**src/rtl/shifter_pkg.sv**
```systemverilog
// Shared types and helpers for the pipelined barrel shifter.
// PIPELINED_BARREL_SHIFTER_STATUS_EN adds a carry bit to the stage sideband.
package shifter_pkg;

   localparam int MAX_WIDTH = 64;
   localparam int MAX_SHW   = 6;

   typedef enum logic [1:0] {
      SLL = 2'b00,
      SRL = 2'b01,
      SRA = 2'b10,
      ROR = 2'b11
   } shift_op_t;

   // Sideband carried alongside the data in every stage register.
   typedef struct packed {
      shift_op_t          op;
      logic               sign;
      logic [MAX_SHW-1:0] shamt;
`ifdef PIPELINED_BARREL_SHIFTER_STATUS_EN
      logic               carry;
`endif
   } stage_side_t;

   function automatic logic [MAX_WIDTH-1:0] bit_reverse(input logic [MAX_WIDTH-1:0] value,
                                                        input int width);
      logic [MAX_WIDTH-1:0] result;
      result = '0;
      for (int i = 0; i < MAX_WIDTH; i++) begin
         if (i < width) begin
            result[i] = value[width-1-i];
         end
      end
      return result;
   endfunction

endpackage

```
**src/rtl/pipelined_barrel_shifter_stage.sv**
```systemverilog
// One mux layer (shift right by 2^LAYER) plus its pipeline register.
// PIPELINED_BARREL_SHIFTER_STATUS_EN enables carry tracking through the layer.
module shifter_stage
   import shifter_pkg::*;
#(
   parameter int WIDTH = 32,
   parameter int LAYER = 0
) (
   input  logic              clk,
   input  logic              reset,
   input  logic              i_valid,
   input  logic [WIDTH-1:0]  i_data,
   input  stage_side_t       i_side,
   input  logic              i_nextAdvance,
   output logic              o_advance,
   output logic              o_valid,
   output logic [WIDTH-1:0]  o_data,
   output stage_side_t       o_side
);

   localparam int STEP = 1 << LAYER;

   logic              r_valid;
   logic [WIDTH-1:0]  r_data;
   stage_side_t       r_side;

   logic              w_apply;
   logic [STEP-1:0]   w_fill;
   logic [WIDTH-1:0]  w_shifted;
   stage_side_t       w_sideNext;

   assign w_apply = i_side.shamt[LAYER];

   always_comb begin
      w_fill = '0;
      case (i_side.op)
         SRA:     w_fill = {STEP{i_side.sign}};
         ROR:     w_fill = i_data[STEP-1:0];
         default: w_fill = '0;
      endcase
   end

   // The last bit leaving the low end at the highest applied layer is the final carry.
   always_comb begin
      w_shifted  = i_data;
      w_sideNext = i_side;
      if (w_apply) begin
         w_shifted = {w_fill, i_data[WIDTH-1:STEP]};
`ifdef PIPELINED_BARREL_SHIFTER_STATUS_EN
         w_sideNext.carry = i_data[STEP-1];
`endif
      end
   end

   assign o_advance = !r_valid || i_nextAdvance;

   always_ff @(posedge clk) begin
      if (reset) begin
         r_valid <= 1'b0;
         r_data  <= '0;
         r_side  <= '0;
      end else if (o_advance) begin
         r_valid <= i_valid;
         r_data  <= w_shifted;
         r_side  <= w_sideNext;
      end
   end

   assign o_valid = r_valid;
   assign o_data  = r_data;
   assign o_side  = r_side;

endmodule

```
**src/rtl/pipelined_barrel_shifter.sv**
```systemverilog
// Fully pipelined barrel shifter (SLL/SRL/SRA/ROR), one mux layer per stage.
// Optional status outputs out_zero/out_carry under PIPELINED_BARREL_SHIFTER_STATUS_EN.
module pipelined_barrel_shifter
   import shifter_pkg::*;
#(
   parameter int WIDTH = 32
) (
   input  logic                     clk,
   input  logic                     reset,
   input  logic                     in_valid,
   output logic                     in_ready,
   input  logic [WIDTH-1:0]         in_a,
   input  logic [$clog2(WIDTH)-1:0] in_shamt,
   input  logic [1:0]               in_op,
   output logic                     out_valid,
   input  logic                     out_ready,
   output logic [WIDTH-1:0]         out_result
`ifdef PIPELINED_BARREL_SHIFTER_STATUS_EN
   ,
   output logic                     out_zero,
   output logic                     out_carry
`endif
);

   localparam int SHW = $clog2(WIDTH);

   shift_op_t             w_inOp;
   logic [MAX_WIDTH-1:0]  w_inRev;
   logic [MAX_WIDTH-1:0]  w_outRev;
   logic [WIDTH-1:0]      w_data0;
   stage_side_t           w_side0;

   logic                  w_valid [SHW];
   logic                  w_adv   [SHW];
   logic [WIDTH-1:0]      w_data  [SHW];
   stage_side_t           w_side  [SHW];

   assign w_inOp  = shift_op_t'(in_op);
   assign w_inRev = bit_reverse(MAX_WIDTH'(in_a), WIDTH);
   // Left shifts run through the right-shift datapath on the mirrored operand.
   assign w_data0 = (w_inOp == SLL) ? w_inRev[WIDTH-1:0] : in_a;

   always_comb begin
      w_side0       = '0;
      w_side0.op    = w_inOp;
      w_side0.sign  = in_a[WIDTH-1];
      w_side0.shamt = MAX_SHW'(in_shamt);
   end

   for (genvar g = 0; g < SHW; g++) begin : g_stage
      logic              w_vIn;
      logic [WIDTH-1:0]  w_dIn;
      stage_side_t       w_sIn;
      logic              w_nextAdv;

      if (g == 0) begin : g_first
         assign w_vIn = in_valid;
         assign w_dIn = w_data0;
         assign w_sIn = w_side0;
      end else begin : g_chain
         assign w_vIn = w_valid[g-1];
         assign w_dIn = w_data[g-1];
         assign w_sIn = w_side[g-1];
      end

      if (g == SHW - 1) begin : g_last
         assign w_nextAdv = out_ready;
      end else begin : g_mid
         assign w_nextAdv = w_adv[g+1];
      end

      shifter_stage #(
         .WIDTH (WIDTH),
         .LAYER (g)
      ) u_stage (
         .clk           (clk),
         .reset         (reset),
         .i_valid       (w_vIn),
         .i_data        (w_dIn),
         .i_side        (w_sIn),
         .i_nextAdvance (w_nextAdv),
         .o_advance     (w_adv[g]),
         .o_valid       (w_valid[g]),
         .o_data        (w_data[g]),
         .o_side        (w_side[g])
      );
   end

   assign in_ready  = w_adv[0];
   assign out_valid = w_valid[SHW-1];
   assign w_outRev  = bit_reverse(MAX_WIDTH'(w_data[SHW-1]), WIDTH);
   assign out_result = (w_side[SHW-1].op == SLL) ? w_outRev[WIDTH-1:0] : w_data[SHW-1];

`ifdef PIPELINED_BARREL_SHIFTER_STATUS_EN
   assign out_zero  = out_valid && (out_result == '0);
   assign out_carry = out_valid && w_side[SHW-1].carry;
`endif

endmodule

```
**config.mk**
```make
export PLATFORM = sky130hd
export DESIGN_NAME = pipelined_barrel_shifter
export DESIGN_NICKNAME = d
export VERILOG_FILES = /design/src/rtl/shifter_pkg.sv /design/src/rtl/pipelined_barrel_shifter_stage.sv /design/src/rtl/pipelined_barrel_shifter.sv
export SDC_FILE = /design/constraint.sdc
export NUM_CORES = 1
export LEC_CHECK = 0
export BUFFER_PORTS_ARGS = -buffer_cell sky130_fd_sc_hd__clkbuf_2
export CORE_MARGIN = 1.5
export CORE_UTILIZATION = 45
export DETAILED_ROUTE_END_ITERATION = 16
export HOLD_SLACK_MARGIN = 0.15
export SLEW_MARGIN = 10
export SYNTH_ARGS = -nofsm -noshare
export SYNTH_HDL_FRONTEND = slang
export SYNTH_HIERARCHICAL = 1
export SYNTH_SLANG_ARGS = --single-unit
export TNS_END_PERCENT = 5
```
**constraint.sdc**
```tcl
create_clock -name clk -period 3.2 [get_ports clk]
set_clock_uncertainty 0.05 [all_clocks]
set_input_delay 0 -clock clk [delete_from_list [all_inputs] [get_ports clk]]
set_output_delay 0 -clock clk [all_outputs]
set_load 0.02 [all_outputs]
```
==> flow_summary.ini <==
[worst_setup_path]
criticalPathCategory = register to output pin
r2r-end = g_stage[0].u_stage/o_valid
crit_path_start = g_stage[4].u_stage/o_valid
worstPathMaxFanout = 71
cp.arrival_ns = 2.84
r2r_slack_ns = 0.45
required_ns = 3.15
start_kind = register
cp-end-kind = output pin
rr_startpoint = g_stage[4].u_stage/o_valid
r2r_cells = 12

[global_routing]
grt_max_degree = 88
grt.overflow.total = 0
grt_pass1_vias = 6668
antenna_found_initial = 0
track_usage = 0.188
grt_pass1_wl_microns = 33700

[run]
cap_violations = 0

[layout]
layout-area-overhead-vs-synth_pct = 14.1
n_antenna_cell = 0
drive_gt1_frac = 0.249
layout.nets = 1089
finish.utilization = 0.522

[clocking]
clockBufferDepth = 2
cts_tree = built
path_clk_slew_ns = 0.07
clock-sinks = 189
htreeDepth = 4
cts_root_buf = clkbuf_16
cts_buffers = 17
clock_latency_ns = 0.42

[drt]
vias_per_cell = 5.19
drt_pass1_iterations = 4
ant_nets = 0
drc = 0
drt-initial-drc-count = 292
wl_per_cell_microns = 15.0
vias = 6926
totalWireLength_microns = 19900

[yosys]
yosysWarnings = 6
syn_area_sq_mm = 0.00955
syn_nets = 1010
synth_area_per_cell_sq_um = 9.87
synth_cells = 967

[placement]
dp_hpwl_microns = 13200
place_congestion = 0.728
io_buffers = 76

[run_status]
status = finished, final reports clean

[timing]
max_slew_margin = 0.357
rsz0062_at_grt = no
hold_viol = 0
maxSlewViolCount = 0
post-route-period-util = 0.903
finalSetupViolCount = 0
finalSetupTns_ns = 0
fin_crit_ns = 2.89
tightest_slew_ns = 0.965
max_freq_mhz = 346

[die]
start_util = 0.457
die_area_sq_mm = 0.0221
dieHeight_microns = 149
placeableCoreArea_sq_mm = 0.0209
num_io_pins = 77
fp.dieW_microns = 149
std_cell_rows = 53

[worst_hold_path]
hold_start = in_shamt[1]
min_path_type = input pin to register
hold_path_depth = 4
hold_end = g_stage[0].u_stage/o_side[1]

[power]
p_leak_nw = 4.17
powerDensity_mw_per_mm2 = 468
ir_worst_vdd_mv = 0.336
-- worst max-delay path by stage --
stage / slack [ns] / end
after floorplan: 0.03 / g_stage[0].u_stage/o_data[17]
after global placement: 0.50 / g_stage[0].u_stage/o_data[16]
after detailed placement: 0.44 / g_stage[0].u_stage/o_data[16]
after CTS: 0.13 / in_ready
after global routing: 0.07 / in_ready
final: 0.31 / in_ready
-- power breakdown --
group | internal [mW] | total, mW | leakage [nW] | switching (mW)
Combinational | 0.284 | 0.508 | 2.35 | 0.224
Sequential | 2.46 | 2.58 | 1.55 | 0.113
Clock | 1.09 | 2.01 | 0.268 | 0.919
-- sequential cells by signal, summed over array words and instances, names as in the netlist --
| name | count |
|---|---|
| g_stage.u_stage/o_side | 24 |
| g_stage.u_stage/o_valid | 5 |
| g_stage.u_stage/o_data | 160 |
-- placed cells by master, fill, tap and decap left out, drive strengths merged --
cell type / instances
inv: 7
buf: 15
dlygate4sd3: 68
a211oi: 129
clkinv: 7
a21oi: 24
nor2: 142
nand2: 106
o211a: 4
mux2i: 129
nand3: 6
bufinv: 1
a221oi: 30
clkbuf: 93
mux2: 65
clkinvlp: 4
nor3: 1
and2: 2
a311oi: 1
o21ai: 30
dfxtp: 189
nor2b: 6
-- what timing repair did --
| action | CTS | global route |
|---|---|---|
| setup endpoints to repair | 0 | 1 |
| resized for setup | 0 | 1 |
| endpoints found under the hold margin | 124 | 0 |
| buffers inserted | 0 | 3 |
| hold buffers | 68 | 0 |
-- final cells by class --
class	count	area (sq um)
fill	1972	9990
clock buffer	18	439
inverter	5	41.3
multi-input combinational	675	4980
clock inverter	14	120
sequential	189	3790
tap	275	344
timing repair buffer	158	1180
-- metrics by stage --
| stage | cells | power, mW | cell area (sq um) | hold WS [ns] | worst slack, ns |
|---|---|---|---|---|---|
| floorplan | 967 | 2.95 | 9550 | 0.0707 | 0.0333 |
| global placement | 1231 | 3.05 | 9630 | 0.179 | 0.501 |
| detailed placement | 1231 | 3.05 | 9630 | 0.179 | 0.438 |
| CTS | 1331 | 5.14 | 10900 | 0.289 | 0.128 |
| global route | 1334 | 5.31 | 10900 | 0.313 | 0.0675 |
| finish | 1334 | 5.10 | 10900 | 0.302 | 0.310 |
-- critical path, stage by stage (launching register included) --
cell and delay [ns]:
dfxtp_1 0.32, nor2b_2 0.20, inv_4 0.05, nor2b_4 0.18, inv_8 0.04, nor2b_4 0.30, inv_6 0.05, nor2b_4 0.25
inv_4 0.27, nor2b_4 0.30, inv_6 0.20, clkbuf_2 0.23
-- routing by layer --
metal	vias to the layer above	track usage	share of wire
li1	3651	-	-
met1	3163	0.254	0.51
met2	95	0.307	0.46
met3	17	0.0264	0.018
met4	0	0.0644	0.015
met5	-	0	0
Note: power is estimated with default switching activity, not from simulation.
